--- src/rtl/tdc_window_comparator.sv ---
// tdc_window_comparator
//
// Two-stage pipelined window comparator for the TDC back end. Each sample is
// compared against programmable low/high bounds. The result is presented as
// eq/lt/gt/match flags with a valid strobe. A saturating counter tracks valid
// matches. A small FSM raises a sticky trigger after CONSEC consecutive valid
// matches.
//
// Ports
//   clk        rising-edge clock
//   rst        asynchronous, active-high reset
//   in_valid   sample qualifier
//   in_a       sample (unsigned, WIDTH bits)
//   lo_bound   low bound; also the equality reference
//   hi_bound   high bound
//   mode       00 equal, 01 inside window, 10 outside window, 11 threshold (a >= lo)
//   clr        synchronous clear of hit counter and trigger FSM (pipeline untouched)
//   out_valid  result qualifier, two edges after in_valid
//   eq/lt/gt   in_a == lo, in_a < lo, in_a > hi (held when no valid result)
//   match      mode-selected result (held when no valid result)
//   hit_cnt    saturating count of valid matches
//   trigger    sticky; set after CONSEC consecutive valid matches
module tdc_window_comparator #(
    parameter int WIDTH  = 16,
    parameter int CNT_W  = 8,
    parameter int CONSEC = 3
) (
    input  logic             clk,
    input  logic             rst,
    input  logic             in_valid,
    input  logic [WIDTH-1:0] in_a,
    input  logic [WIDTH-1:0] lo_bound,
    input  logic [WIDTH-1:0] hi_bound,
    input  logic [1:0]       mode,
    input  logic             clr,
    output logic             out_valid,
    output logic             eq,
    output logic             lt,
    output logic             gt,
    output logic             match,
    output logic [CNT_W-1:0] hit_cnt,
    output logic             trigger
);

    localparam int RUN_W = $clog2(CONSEC + 1);

    localparam logic [1:0] MODE_EQ      = 2'b00;
    localparam logic [1:0] MODE_INSIDE  = 2'b01;
    localparam logic [1:0] MODE_OUTSIDE = 2'b10;
    localparam logic [1:0] MODE_THRESH  = 2'b11;

    localparam logic [1:0] ST_IDLE  = 2'd0;
    localparam logic [1:0] ST_COUNT = 2'd1;
    localparam logic [1:0] ST_FIRED = 2'd2;

    // Stage 1: sample, bounds and mode captured together.
    logic             v1_d,    v1_q;
    logic [WIDTH-1:0] a1_d,    a1_q;
    logic [WIDTH-1:0] lo1_d,   lo1_q;
    logic [WIDTH-1:0] hi1_d,   hi1_q;
    logic [1:0]       mode1_d, mode1_q;

    // Stage 2: registered flags, counter and trigger FSM.
    logic             out_valid_d, out_valid_q;
    logic             eq_d,        eq_q;
    logic             lt_d,        lt_q;
    logic             gt_d,        gt_q;
    logic             match_d,     match_q;
    logic [CNT_W-1:0] hit_cnt_d,   hit_cnt_q;
    logic [1:0]       state_d,     state_q;
    logic [RUN_W-1:0] run_d,       run_q;

    // Combinational comparison results on the stage-1 registers.
    logic cmp_eq, cmp_lt, cmp_gt, in_win, cmp_match;

    always_comb begin
        v1_d    = in_valid;
        a1_d    = in_a;
        lo1_d   = lo_bound;
        hi1_d   = hi_bound;
        mode1_d = mode;
    end

    always_comb begin
        cmp_eq = (a1_q == lo1_q);
        cmp_lt = (a1_q <  lo1_q);
        cmp_gt = (a1_q >  hi1_q);
        // With lo > hi this is never true, so inside never matches and outside always does.
        in_win = !cmp_lt && (a1_q <= hi1_q);
        unique case (mode1_q)
            MODE_EQ:      cmp_match = cmp_eq;
            MODE_INSIDE:  cmp_match = in_win;
            MODE_OUTSIDE: cmp_match = !in_win;
            MODE_THRESH:  cmp_match = !cmp_lt;
            default:      cmp_match = 1'b0;
        endcase
    end

    always_comb begin
        // NOTE: every output of this block gets a default first so no path leaves it unassigned (no latches).
        out_valid_d = v1_q;
        eq_d        = eq_q;
        lt_d        = lt_q;
        gt_d        = gt_q;
        match_d     = match_q;
        hit_cnt_d   = hit_cnt_q;
        state_d     = state_q;
        run_d       = run_q;

        // Flags hold their last value across bubbles.
        if (v1_q) begin
            eq_d    = cmp_eq;
            lt_d    = cmp_lt;
            gt_d    = cmp_gt;
            match_d = cmp_match;
        end

        if (clr) begin
            // clr beats a match arriving on the same edge: that match is not counted.
            hit_cnt_d = '0;
            state_d   = ST_IDLE;
            run_d     = '0;
        end else if (v1_q) begin
            if (cmp_match && (hit_cnt_q != {CNT_W{1'b1}})) begin
                hit_cnt_d = hit_cnt_q + 1'b1;
            end
            unique case (state_q)
                ST_IDLE: begin
                    if (cmp_match) begin
                        run_d   = RUN_W'(1);
                        state_d = (CONSEC == 1) ? ST_FIRED : ST_COUNT;
                    end
                end
                ST_COUNT: begin
                    if (cmp_match) begin
                        run_d = run_q + 1'b1;
                        if (run_q == RUN_W'(CONSEC - 1)) begin
                            state_d = ST_FIRED;
                        end
                    end else begin
                        run_d   = '0;
                        state_d = ST_IDLE;
                    end
                end
                ST_FIRED: begin
                    state_d = ST_FIRED;
                end
                default: begin
                    state_d = ST_IDLE;
                    run_d   = '0;
                end
            endcase
        end
    end

    // NOTE: state registers use non-blocking assignments so every flop samples pre-edge values.
    always_ff @(posedge clk or posedge rst) begin
        if (rst) begin
            v1_q        <= 1'b0;
            a1_q        <= '0;
            lo1_q       <= '0;
            hi1_q       <= '0;
            mode1_q     <= MODE_EQ;
            out_valid_q <= 1'b0;
            eq_q        <= 1'b0;
            lt_q        <= 1'b0;
            gt_q        <= 1'b0;
            match_q     <= 1'b0;
            hit_cnt_q   <= '0;
            state_q     <= ST_IDLE;
            run_q       <= '0;
        end else begin
            v1_q        <= v1_d;
            a1_q        <= a1_d;
            lo1_q       <= lo1_d;
            hi1_q       <= hi1_d;
            mode1_q     <= mode1_d;
            out_valid_q <= out_valid_d;
            eq_q        <= eq_d;
            lt_q        <= lt_d;
            gt_q        <= gt_d;
            match_q     <= match_d;
            hit_cnt_q   <= hit_cnt_d;
            state_q     <= state_d;
            run_q       <= run_d;
        end
    end

    assign out_valid = out_valid_q;
    assign eq        = eq_q;
    assign lt        = lt_q;
    assign gt        = gt_q;
    assign match     = match_q;
    assign hit_cnt   = hit_cnt_q;
    assign trigger   = (state_q == ST_FIRED);

endmodule
--- config.mk ---
export PLATFORM = sky130hd
export DESIGN_NAME = tdc_window_comparator
export DESIGN_NICKNAME = d
export VERILOG_FILES = /design/src/rtl/tdc_window_comparator.sv
export SDC_FILE = /design/constraint.sdc
export NUM_CORES = 1
export LEC_CHECK = 0
export ABC_AREA = 1
export CAP_MARGIN = 20
export CORE_MARGIN = 3
export CORE_UTILIZATION = 50
export CTS_CLUSTER_SIZE = 30
export DETAILED_ROUTE_END_ITERATION = 6
export PLACE_DENSITY = 0.88
export SETUP_SLACK_MARGIN = 0.02
export SLEW_MARGIN = 40
export SYNTH_ARGS = -nofsm -noshare
export SYNTH_HDL_FRONTEND = slang
export SYNTH_SLANG_ARGS = --single-unit
--- constraint.sdc ---
create_clock -name clk -period 2.8 [get_ports clk]
set_input_delay 0.42 -clock clk [delete_from_list [all_inputs] [get_ports clk]]
set_output_delay 0.42 -clock clk [all_outputs]
set_load 0.05 [all_outputs]
**Word level (Yosys, flattened, before mapping)**

Cells that the tools add are included.

- $add $sub $neg: 2
- Magnitude comparators: 3
- Equal/unequal tests: 11
- Mux-type cells: 14
- Reduce and logical (&&, ||, !) cells: 11

Operators by type and width:

| kind | number |
|---|---|
| $mux W8 | 3 |
| $eq A16 B16 Y1 | 1 |
| $gt A16 B16 Y1 | 1 |
| $le A16 B16 Y1 | 1 |
| $lt A16 B16 Y1 | 1 |
| $mux W2 | 8 |
| $pmux W2 S3 | 2 |
| $add A8 B1 Y8 const B | 1 |
| $eq A2 B2 Y1 const B | 4 |
| $ne A8 B8 Y1 const B | 1 |
| $reduce_and A3 Y1 | 2 |
| $eq A2 B1 Y1 const B | 2 |
| $logic_not A2 Y1 | 2 |
| $ne A4 B4 Y1 const B | 1 |
| $pmux W1 S4 | 1 |
| $reduce_bool A2 Y1 | 2 |
| $ne A3 B3 Y1 const B | 1 |
| $add A2 B1 Y2 const B | 1 |
| $logic_and A1 B1 Y1 | 2 |
| $logic_not A1 Y1 | 2 |
| $ne A2 B1 Y1 const B | 1 |
| $reduce_and A2 Y1 | 1 |

- Flip-flop bits (word level): 68
- Logic and storage cells: 54

**Logic depth before layout (Yosys ltp)**

- Word-level depth: 9
- Gate-level depth with buffers: 20
- Gate-level depth less buffers: 20

**Least setup slack after synthesis**

OpenSTA, ideal clock, no wires.

- Kind: register to register
- Start point: register hit_cnt_q[0] (netlist: hit_cnt[0])
- End point: register hit_cnt_q[2] (netlist: hit_cnt[2])
- Setup time: 66 ps
- Arrival: 1766 ps
- Setup slack: 968 ps
- Stages on the path, launching flop included: 11
- Clock period less this slack: 1832 ps
- Cell sequence: dfrtp_1 -> ha_1 -> nand2_1 -> inv_1 -> nand3_1 -> nand3b_1 -> nand3_2 -> nand2_4 -> nand2_4 -> nand2_1 -> nand2_1

- Word-level cells in the longest chain between the ends: 4
- Elaborated cells on any way between the ends: 8
- Those cells by class: add/sub (1); eq/ne (1); mux (3); reduce/logical (3)

RTL lines:

| what | RTL line | RTL |
|---|---|---|
| from (decl) | 69 | `logic [CNT_W-1:0] hit_cnt_d, hit_cnt_q;` |
| from (signal assigned) | 183 | `hit_cnt_q <= hit_cnt_d;` |
| $add A8 B1 Y8 / $ne A8 B8 Y1 (equally long branches) | 125, 124 |  |
| $mux W8 / $logic_and A1 B1 Y1 (equally long branches) | 124 | `if (cmp_match && (hit_cnt_q != {CNT_W{1'b1}})) begin` |
| $mux W8 / $reduce_bool A2 Y1 (equally long branches) | -- |  |
| $mux W8 / $reduce_and A2 Y1 (equally long branches) | -- |  |

Parallel ways exist; a longest one is shown, timed or not. The select of a mux whose other input is x is not followed.
A chain may end at the register's enable or synchronous reset.

**Worst setup path after layout**

- Start point: register state_q[0]
- End point: output port trigger

- Word-level cells in the longest chain between the ends: 1

RTL lines:

| what | RTL line | RTL |
|---|---|---|
| from (decl) | 70 | `logic [1:0] state_d, state_q;` |
| from (signal assigned) | 184 | `state_q <= state_d;` |
| $eq A2 B2 Y1 | 195 | `assign trigger = (state_q == ST_FIRED);` |
| to (decl) | 42 | `output logic trigger` |

No other way between the ends.

==> impl_summary.txt <==
----------------------------------------------------
[Floorplan]
  Floorplan die area ... between 7000 and 8000 sq um
  Y dimension of the die ... ~85 microns
  Starting density of the core ... between 50% and 60%
  Boundary pin count ... around 70
  Number of placement rows ... 28
  Width of the chip ... approximately 85 microns
  Core ar. ... between 5000 and 6000 sq um

[Cells and area]
  Area grow syn2layout ... 32.3%
  Net total in the final layout ... approximately 480
  Final Cell Area ... roughly 4100 sq um
  Share of post-route cells with drive strength above 1 ... 8.54%
  Antenna diode instance count ... 0
  Final Util ... between 60 and 70%

[Synth]
  Flip-flop and latch count after synthesis ... 68
  Gate count of the mapped netlist ... 315
  Total nets after synthesis ... 403
  Average footprint of a synthesized cell ... between 9 and 10 sq um
  Warnings, synthesis ... 0
  Synth cell types ... 31
  Share of the yosys chip area belonging to registers ... a little over half
  Synth Cell Area ... roughly 3100 sq um

[CTS]
  Count of instances resized after the clock tree is built ... 0
  Number of buffers created by CTS ... 9
  Root buf cell ... clkbuf_8
  Number of buffers inserted for hold repair after clock tree synthesis ... 0
  Clk pin slew, worst setup/hold paths ... around 70 ps
  CTS tree ... done
  Worst-Skew Late Latency ... 340 ps
  Number of clock sinks ... 68
  CTS H-Tree Depth ... 3
  Maximum buffer depth of the clock tree ... 2
  Post-CTS setup repair buffer count ... 0

[Worst setup path]
  Worst path bufs/invs ... 1
  Ordered list of cells on the worst path ... nor2_1 > clkdlybuf4s50_1
  Critical Path End Type ... output pin
  Reg-to-Reg End ... hit_cnt[6]
  Setup slack, reg-to-reg ... about 650 ps
  Reg2Reg Launch Point ... a1_q[15]
  Critical-path cell with the highest stage delay ... clkdlybuf4s50_1
  Setup Crit Path Kind ... reg -> out
  CP delay by family, top ... buffers and inverters
  Data arrival time of the critical path ... roughly 1800 ps
  Register-to-Register Path Depth ... 13
  Startpoint types ... register
  Longest individual stage delay on the worst path ... roughly 830 ps
  CP required ... roughly 2400 ps
  Critical path fanouts, max ... 4

[Timing]
  Fin Clk Skew ... between 9 and 10 ps
  Total Negative Setup Slacks ... 0 ps
  Final worst path period need ... 2170 ps
  Headroom to the max-slew limit ... about three fifths
  Worst hold slack ... about 440 ps
  Number of endpoints with negative hold slack in the final report ... 0
  Period Utilization, post-route ... 77.4%
  Number of setup violations in the final report ... 0
  Transition at the pin with the smallest max-transition slack ... ~610 ps
  Post-route worst setup slack ... about 630 ps
  Highest clock rate ... approximately 460 MHz
  Unrepaired setup endpoints after global routing ... no
  Final Slew Violations ... 0

[Placement]
  Final HPWL from detailed placement ... ~4700 microns
  RD Place Congestion ... approximately 0.91
  Number of buffers inserted by port buffering ... 67
  Pre-CTS setup slack ... ~750 ps
  Dpl cell area ... around 3900 sq um

[Detailed routing]
  Vias per cell ... between 4 and 5
  Detailed-route wire length ... 5920 microns
  Total via count after detailed routing ... about 2300
  Detail Route Antenna Nets ... 0
  Post-route DRC ... 0
  First drt pass iteration count ... 4
  Wire per inst ... 12.5 microns
  Number of DRC markers in iteration 0 ... about 120

[Hold path]
  Type of the most critical hold path ... reg -> reg
  Worst hold path endpoint ... out_valid
  Startpoint of the worst hold path ... out_valid_d
  Number of cells traversed by the worst hold path ... 0

[Job]
  Max-cap check violation count ... 0

[GRT]
  Wire length of the first global-routing pass ... ~10000 microns
  GRT Util Overall ... approximately 18%
  Number of antenna violations at the first check in global routing ... 0
  Largest net degree at the start of global routing ... 32
  Via count of the first global-routing pass ... approximately 2400
  Total overflow reported by the global router ... 0

[Run status]
  Status ... completed

[Power]
  IR Drop Worst-Case VDD ... roughly 0.00041 V
  Static Leakage ... between 0.002 and 0.0025 uW
  Power density of the placed cells ... 598 nW/um^2

----------------------------------------------------
registers in the layout, indices dropped and copies added, names as in the netlist:
name and cells:
run_q 2, lt 1, gt 1, hi1_q 16
hit_cnt 8, out_valid_d 1, match 1, a1_q 16
eq 1, mode1_q 2, out_valid 1, lo1_q 16
state_q 2
per-layer routing:
metal,up-vias,share of wire [%],track usage [%]
met5,-,0,0
met3,12,5.9,5.34
met4,0,1.9,5.76
met2,70,51,30.5
met1,1045,41,21.8
li1,1153,-,-
synthesized netlist by cell type:
cell type | instances | area share, %
xor2_1 | 4 | 1.1
nand3_2 | 1 | 0.32
inv_2 | 1 | 0.12
ha_1 | 34 | 14
nand4_1 | 4 | 0.80
o211ai_4 | 1 | 0.68
o31ai_1 | 1 | 0.24
o21ai_1 | 2 | 0.32
dfrtp_1 | 68 | 55
o21a_1 | 1 | 0.24
a21oi_2 | 1 | 0.28
a21o_1 | 1 | 0.24
clkinv_2 | 1 | 0.16
nand2_1 | 70 | 8.4
a21oi_1 | 14 | 2.2
nor2_1 | 19 | 2.3
nand3_1 | 18 | 2.9
a21oi_4 | 1 | 0.52
nor3_1 | 2 | 0.32
clkbuf_1 | 1 | 0.12
nor3_2 | 1 | 0.32
inv_1 | 50 | 6.0
nand2_4 | 2 | 0.72
xnor2_1 | 1 | 0.28
nand2_2 | 4 | 0.80
o2111ai_1 | 1 | 0.28
o21ai_0 | 4 | 0.64
buf_2 | 1 | 0.16
o21bai_1 | 1 | 0.24
nand3b_1 | 2 | 0.48
nor2_2 | 3 | 0.60
cells in the final DEF (no fill, tap or decap), types with 2 or more instances in the layout:
cell type | netlist | layout
o21ai_0 | 4 | 4
xor2_1 | 4 | 4
o21ai_1 | 2 | 2
nand2_2 | 4 | 4
nand4_1 | 4 | 4
a21oi_1 | 14 | 14
clkinv_2 | 1 | 2
ha_1 | 34 | 34
nand3b_1 | 2 | 2
nand2_4 | 2 | 2
nand2_1 | 70 | 70
bufinv_16 | 0 | 3
clkbuf_8 | 0 | 9
inv_2 | 1 | 2
nor2_2 | 3 | 3
inv_1 | 50 | 49
clkdlybuf4s50_1 | 0 | 67
nor2_1 | 19 | 19
dfrtp_1 | 68 | 68
buf_4 | 0 | 2
nor3_1 | 2 | 2
nand3_1 | 18 | 18
where the power goes:
group / internal, uW / leakage (uW) / total (uW) / switching [uW]
Combinational: 184 / 0.00116 / 431 / 247
Clock: 593 / 0.000117 / 949 / 356
Sequential: 1050 / 0.000820 / 1090 / 43.2
Total: 1820 / 0.00210 / 2470 / 647
how the worst max path moves through the flow:
stage | from | end | slack, ps | depth (start not counted)
2_1_floorplan | rst | a1_q[0] | 670 | 1
3_5_place_dp | a1_q[15] | hit_cnt[6] | 750 | 13
5_1_grt | a1_q[15] | run_q[0] | 390 | 13
6_report | state_q[0] | trigger | 630 | 2
3_3_place_gp | a1_q[15] | hit_cnt[0] | 810 | 14
4_1_cts | state_q[0] | trigger | 610 | 2
layout make-up:
class,instances,area [sq um]
clock buffer,10,128
clock inverter,6,111
fill,433,1860
inverter,52,196
multi-input combinational,193,1210
sequential,68,1700
tap,75,93.8
timing repair buffer,69,686
per-stage QoR:
stage	cells	power (uW)
5_1_grt	473	2590
2_1_floorplan	315	1360
3_5_place_dp	457	1540
3_3_place_gp	457	1520
4_1_cts	473	2490
6_report	473	2470
cells by family after synthesis:
kind of cell / count (synthesis) / synth area share (%)
AND/OR/NAND/NOR: 126 / 18.0
flip-flops: 68 / 54.5
buffers and inverters: 54 / 6.57
XOR/XNOR: 5 / 1.40
AO/OA/AOI/OAI: 28 / 5.93
adder cells (fa/ha/maj): 34 / 13.6
worst register-to-register path, cell delays in order, from the launching register on:
cell and delay [ps]:
dfrtp_1 390, ha_1 320, a21oi_1 160, o21ai_0 110
a21oi_1 190, nand2_1 100, nand3_1 80, nand2_1 80
nand2_2 130, nand3_2 100, nand2_4 130, nand2_4 100
nand2_1 90, nand2_1 50
No activity file was read; power rests on OpenSTA's default activity.
